==> src/rtl/bmul_shadd32u.sv <==
// Unsigned radix-2 shift-add multiplier: one multiplier bit per cycle, full 2*WIDTH-bit product.
// Shares the start_in/busy/done handshake of the MULDIV restoring divider.
module bmul_shadd32u #(
   parameter int WIDTH = 32
) (
   input  logic               clk,
   input  logic               rst,
   input  logic [WIDTH-1:0]   a_in,
   input  logic [WIDTH-1:0]   b_in,
   input  logic               start_in,
   output logic [2*WIDTH-1:0] p_out,
   output logic               busy,
   output logic               done
);

   localparam int CW = $clog2(WIDTH);

   typedef enum logic [1:0] {
      FINISH = 2'b00,
      LOOP   = 2'b01
   } state_t;

   state_t           state_q, state_d;
   logic [WIDTH-1:0] acc_hi_q, acc_hi_d;
   logic [WIDTH-1:0] reg_lo_q, reg_lo_d;
   logic [WIDTH-1:0] mcand_q, mcand_d;
   logic [CW-1:0]    count_q, count_d;
   logic             done_q, done_d;
   logic [WIDTH:0]   sum;

   always_comb begin
      state_d  = state_q;
      acc_hi_d = acc_hi_q;
      reg_lo_d = reg_lo_q;
      mcand_d  = mcand_q;
      count_d  = count_q;
      done_d   = 1'b0;
      sum      = {1'b0, acc_hi_q} + (reg_lo_q[0] ? {1'b0, mcand_q} : {(WIDTH+1){1'b0}});
      case (state_q)
         FINISH: begin
            if (start_in) begin
               // A zero operand skips iteration entirely and completes in one cycle.
               if ((a_in == {WIDTH{1'b0}}) || (b_in == {WIDTH{1'b0}})) begin
                  acc_hi_d = {WIDTH{1'b0}};
                  reg_lo_d = {WIDTH{1'b0}};
                  done_d   = 1'b1;
               end else begin
                  mcand_d  = a_in;
                  reg_lo_d = b_in;
                  acc_hi_d = {WIDTH{1'b0}};
                  count_d  = {CW{1'b0}};
                  state_d  = LOOP;
               end
            end else begin
               state_d = FINISH;
            end
         end
         LOOP: begin
            // The carry out of sum lands in the MSB of acc_hi after the shift.
            {acc_hi_d, reg_lo_d} = {sum, reg_lo_q[WIDTH-1:1]};
            count_d = count_q + {{(CW-1){1'b0}}, 1'b1};
            if (count_q == CW'(WIDTH-1)) begin
               state_d = FINISH;
               done_d  = 1'b1;
            end else begin
               state_d = LOOP;
            end
         end
         default: begin
            state_d = FINISH;
         end
      endcase
   end

   always_ff @(posedge clk) begin
      if (rst) begin
         state_q  <= FINISH;
         acc_hi_q <= {WIDTH{1'b0}};
         reg_lo_q <= {WIDTH{1'b0}};
         mcand_q  <= {WIDTH{1'b0}};
         count_q  <= {CW{1'b0}};
         done_q   <= 1'b0;
      end else begin
         state_q  <= state_d;
         acc_hi_q <= acc_hi_d;
         reg_lo_q <= reg_lo_d;
         mcand_q  <= mcand_d;
         count_q  <= count_d;
         done_q   <= done_d;
      end
   end

   assign p_out = {acc_hi_q, reg_lo_q};
   assign busy  = (state_q == LOOP);
   assign done  = done_q;

endmodule

==> config.mk <==
export PLATFORM = sky130hd
export DESIGN_NAME = bmul_shadd32u
export DESIGN_NICKNAME = d
export VERILOG_FILES = /design/src/rtl/bmul_shadd32u.sv
export SDC_FILE = /design/constraint.sdc
export NUM_CORES = 1
export LEC_CHECK = 0
export ABC_AREA = 1
export CORE_MARGIN = 4
export CORE_UTILIZATION = 60
export CTS_BUF_LIST = sky130_fd_sc_hd__clkbuf_2 sky130_fd_sc_hd__clkbuf_4 sky130_fd_sc_hd__clkbuf_8
export DETAILED_ROUTE_END_ITERATION = 6
export DONT_BUFFER_PORTS = 1
export PLACE_DENSITY = 0.73
export SKIP_CTS_REPAIR_TIMING = 1
export SYNTH_ARGS = -nofsm -noshare
export SYNTH_HDL_FRONTEND = slang
export SYNTH_SLANG_ARGS = --single-unit
==> constraint.sdc <==
create_clock -name clk -period 3.7 [get_ports clk]
set_input_delay 0.555 -clock clk [delete_from_list [all_inputs] [get_ports clk]]
set_output_delay 0.555 -clock clk [all_outputs]
set_load 0.05 [all_outputs]
## Yosys cells after proc, flatten, opt, wreduce, memory -nomap -nowiden

Cells that the tools add are included.
W data, S select, Z words.

- Equality and inequality tests: 5
- Bitwise logic cells: 1
- Reductions and logical operators: 8
- Add/sub/neg operators: 2
- Muxes and demuxes: 17

Operators with widths:

| operator | number |
|---|---|
| $mux W32 | 4 |
| $pmux W32 S2 | 2 |
| $logic_not A32 Y1 | 2 |
| $add A32 B32 Y33 | 1 |
| $mux W5 | 2 |
| $pmux W5 S2 | 1 |
| $reduce_and A3 Y1 | 2 |
| $add A5 B1 Y5 const B | 1 |
| $eq A5 B5 Y1 const B | 1 |
| $mux W1 | 4 |
| $mux W2 | 2 |
| $ne A2 B2 Y1 const B | 2 |
| $pmux W2 S2 | 1 |
| $ne A3 B3 Y1 const B | 1 |
| $eq A2 B1 Y1 const B | 1 |
| $logic_not A2 Y1 | 1 |
| $pmux W1 S2 | 1 |
| $reduce_and A2 Y1 | 1 |
| $reduce_bool A2 Y1 | 1 |
| $logic_or A1 B1 Y1 | 1 |
| $not A1 Y1 | 1 |

- Input port bits: 67
- Output and inout port bits: 66
- Logic and storage cells: 39
- Bits in registers: 104

## Depth between registers and ports, before layout

- Depth in word-level cells: 5
- Depth in mapped cells: 17
- Gate-level depth less buffers: 16

## Least setup slack after synthesis

No wires, ideal clock.

- Kind: flip-flop to flip-flop
- Start: reg reg_lo_q[0]
- End: reg acc_hi_q[14]
- Arrival: 2.402 ns
- Period minus slack after synthesis: 2.534 ns
- Path buffers: 2
- Path slack: 1.166 ns
- Library setup time: 0.132 ns
- Cell stages (with the launch flop): 15
- Data required time: 3.568 ns
- Cells stage by stage: dfxtp_1 clkbuf_1 clkbuf_1 nand2_1 inv_1 ha_1 nand2_1 inv_1 a21oi_1 nand2_1 nand2_1 nand2_1 or2_2 nand3_1 a21oi_1

- Longest elaborated chain between the ends: 3

Ends and longest elaborated chain:

| what | RTL line | RTL |
|---|---|---|
| start: declaration | 25 | `logic [WIDTH-1:0] reg_lo_q, reg_lo_d;` |
| start signal: assignment | 79 | `reg_lo_q <= {WIDTH{1'b0}};` |
| start signal: assignment | 86 | `reg_lo_q <= reg_lo_d;` |
| $mux W32 | 38 | `sum = {1'b0, acc_hi_q} + (reg_lo_q[0] ? {1'b0, mcand_q} : {(WIDTH+1){1'b0}});` |
| $add A32 B32 Y33 | 38 |  |
| $pmux W32 S2 | 39 | `case (state_q)` |
| end signal: assignment | 78 | `acc_hi_q <= {WIDTH{1'b0}};` |
| end signal: assignment | 85 | `acc_hi_q <= acc_hi_d;` |
| end: declaration | 24 | `logic [WIDTH-1:0] acc_hi_q, acc_hi_d;` |

No other way between the ends.
A chain may end at the register's enable or synchronous reset.

## Final worst setup path

- Start: reg reg_lo_q[0]
- End: reg acc_hi_q[23]

The elaborated chain is that of the path after synthesis.

==> flow_metrics.tcl <==
set metrics [dict create \
    outcome "completed" \
    slew_violations 0 \
    final_util 0.637 \
    crit_chain "buf_4, nand2_1, inv_1, ha_1, nand2_1, inv_1, a21oi_1, nor2_1, nor2_1, nand3_1, nand2_1, nand3_1, a21oi_1" \
    grt_max_degree 102 \
    slowest_delay_ns 0.56 \
    grt_pass1_wl_mm 30.4 \
    r2r_slack_ns 1.03 \
    synth.distinct_cells 28 \
    post_layout_nonfiller_instances 1208 \
    pre_cts_ws_ns 1.05 \
    synthMostInstantiatedCell "nand2_1" \
    slew_headroom 0.324 \
    worstMarginPinSlew_ns 1.01 \
    hold_path_class "primary input to flop" \
    synth_cells 1096 \
    async_flop_share 0 \
    setup_ws_ns 1.03 \
    first_pass_iters 6 \
    drive_above_1_share 0.0524 \
    clk_pin_slew_ns 0.10 \
    syn_nets 1198 \
    numCtsBuffers 9 \
    io_buffers 0 \
    antenna_found_initial 0 \
    critPathTopFamily "simple AND/OR/NAND/NOR gates" \
    synth_top_area_frac 0.301 \
    required_ns 4.01 \
    cts-root-buf "clkbuf_8" \
    setup_tns_ns 0 \
    internal-power_uw 1550 \
    drv_cap 0 \
    total_power_uw 2190 \
    core_um2 11000 \
    syn-cell-area_um2 6850 \
    dieArea_um2 13200 \
    synth_area_leader_cell "dfxtp_1" \
    grt-ovfl-total 0 \
    worst-path-buf-inv 3 \
    drc 0 \
    crit_fanout 22 \
    rsz0062_at_grt "no" \
    dpl.hpwl_mm 13.8 \
    fin_crit_sh 0.723 \
    die_h_um 115 \
    use_met1 0.377 \
    synth-edff-count 0 \
    crit_cells 13 \
    wl_mm 18.6 \
    powerDensity_nw_per_um2 312 \
    grt.total_usage 0.285 \
    clock_power_share 0.337 \
    cp_slowest_cell "dfxtp_1" \
    cts_buffer_depth 2 \
    irDropWorstVdd_mv 0.312 \
    ios 133 \
    area_growth_pct 2.48 \
    drtAntennaViolNets 0 \
    cts_tree "yes" \
    worstReg2RegEnd "acc_hi_q[23]$_SDFFE_PP0P_" \
    netlist_top_cells_count "343 x nand2_1, 151 x inv_1, 133 x a21oi_1, 103 x dfxtp_1, 93 x nand3_1" \
    p_sw_frac 0.294 \
    diodes 0 \
    finClkSkew_ns 0.00557 \
    first_iter_violations 464 \
    crit_path_frequent_cell "nand2_1" \
    fillers 1085 \
    fp.dieW_um 115 \
    ys_top_cells_by_area "dfxtp_1 30%, nand2_1 19%, a21oi_1 9.7%" \
    start_kind "flop" \
    rows 38 \
    wl_per_cell_um 15.4 \
    yosysWarnings 0 \
    routabilityCongestion 0.945 \
    dp.cells 1194 \
    ys_seq_area_frac 0.301 \
    fin_crit_ns 2.67 \
    clk_latency_ns 0.38 \
    fmax_ghz 0.374 \
    met2_usage 0.440 \
    sequential_cell_area_um2 2060 \
    final_hold_viol_count 0 \
    finalSetupViolCount 0 \
    gr-usage-met3 0.0963 \
    num_vias 6648 \
    arrival_ns 2.98 \
    htree_levels 3 \
    critPathKind "flop to flop" \
    top_usage_layer "met2" \
    r2r_start "reg_lo_q[0]$_SDFFE_PP0P_" \
    cts_num_sinks 103 \
    p_sw_uw 644 \
    start_util 0.621 \
    multi_input_area_um2 3990 \
    crit_path_end_kind "flop" \
    rr_worst_depth 13 \
    syn_avg_cell_area_um2 6.25 \
    crit_start "reg_lo_q[0]$_SDFFE_PP0P_" \
    synth_seq_cells 103 \
    pwr-share-seq 0.582 \
    nNetsFinal 1167 \
    via_per_inst 5.50 \
    synth_flop_cell "dfxtp_1" \
    critPathCapture "acc_hi_q[23]$_SDFFE_PP0P_" \
    p_comb_frac 0.080 \
    grt_pass1_vias 6219 \
    cellLeakagePower_uw 0.00346 \
]
==> area by class of cell <==
| class | count | area share |
|---|---|---|
| Multi-Input combinational cell | 796 | 0.569 |
| Timing Repair Buffer | 4 | 0.00428 |
| Clock buffer | 10 | 0.0196 |
| Inverter | 151 | 0.0807 |
| Sequential cell | 103 | 0.294 |
| Clock inverter | 4 | 0.00784 |
| Tap cell | 140 | 0.0249 |
==> state kept, by name (all words and copies together) (netlist names) <==
register,cells
acc_hi_q,32
count_q,5
done,1
mcand_q,32
reg_lo_q,32
state_q,1
==> through the flow <==
stage | area (um^2) | hold slack [ns]
floorplan | 6850 | 0.444
global route | 7020 | 0.209
global placement | 6830 | 0.447
finish | 7020 | 0.233
CTS | 7020 | 0.214
detailed placement | 6830 | 0.450
==> how the worst min path moves through the flow <==
stage,to,start,cells past startpoint
finish,reg_lo_q[26]$_SDFFE_PP0P_,rst,1
global route,reg_lo_q[24]$_SDFFE_PP0P_,rst,1
CTS,reg_lo_q[26]$_SDFFE_PP0P_,rst,1
detailed placement,mcand_q[28]$_SDFFE_PP0P_,mcand_q[28]$_SDFFE_PP0P_,2
global placement,mcand_q[28]$_SDFFE_PP0P_,mcand_q[28]$_SDFFE_PP0P_,2
floorplan,mcand_q[10]$_SDFFE_PP0P_,mcand_q[10]$_SDFFE_PP0P_,2
==> logic make-up after synthesis <==
kind of cell / count (synthesis) / synth area share
buffers and inverters: 197 / 0.118
adder cells (fa/ha/maj): 35 / 0.0650
AO/OA/AOI/OAI: 185 / 0.149
AND/OR/NAND/NOR: 576 / 0.367
flip-flops: 103 / 0.301
==> metal layers <==
layer	wire length, um	up-vias	part of all wire
li1	-	3452	-
met1	8050	2921	0.43
met2	8180	244	0.44
met3	1900	31	0.10
met4	428	0	0.023
met5	0	-	0
==> layout by cell type, fill, tap and decap left out, types with 2 or more instances in the layout <==
master / n
inv_1: 151
clkbuf_8: 10
dfxtp_1: 102
o21bai_1: 3
nand3b_1: 5
nor2_1: 85
inv_6: 2
a21o_1: 2
ha_1: 34
a22oi_1: 32
or2_2: 7
nand4_1: 5
buf_4: 4
nor2_4: 2
a21oi_1: 133
nand3_1: 93
nand3_2: 26
o21ai_0: 14
nand2_1: 343
nor3_1: 6
==> worst register-to-register path, cell delays in order (launching register included) <==
cell and delay (ns):
dfxtp_1 0.56, buf_4 0.44, nand2_1 0.19, inv_1 0.08
ha_1 0.28, nand2_1 0.14, inv_1 0.05, a21oi_1 0.20
nor2_1 0.07, nor2_1 0.17, nand3_1 0.10, nand2_1 0.06
nand3_1 0.10, a21oi_1 0.18
==> power by group through the flow <==
stage / Combinational (uW) / Clock [uW] / Sequential, uW
6_report: 175 / 740 / 1280
5_1_grt: 200 / 802 / 1280
4_1_cts: 176 / 752 / 1280
3_5_place_dp: 176 / 0 / 1300
3_3_place_gp: 174 / 0 / 1300
2_1_floorplan: 167 / 0 / 1280
Power figures use the tool's default switching activity.
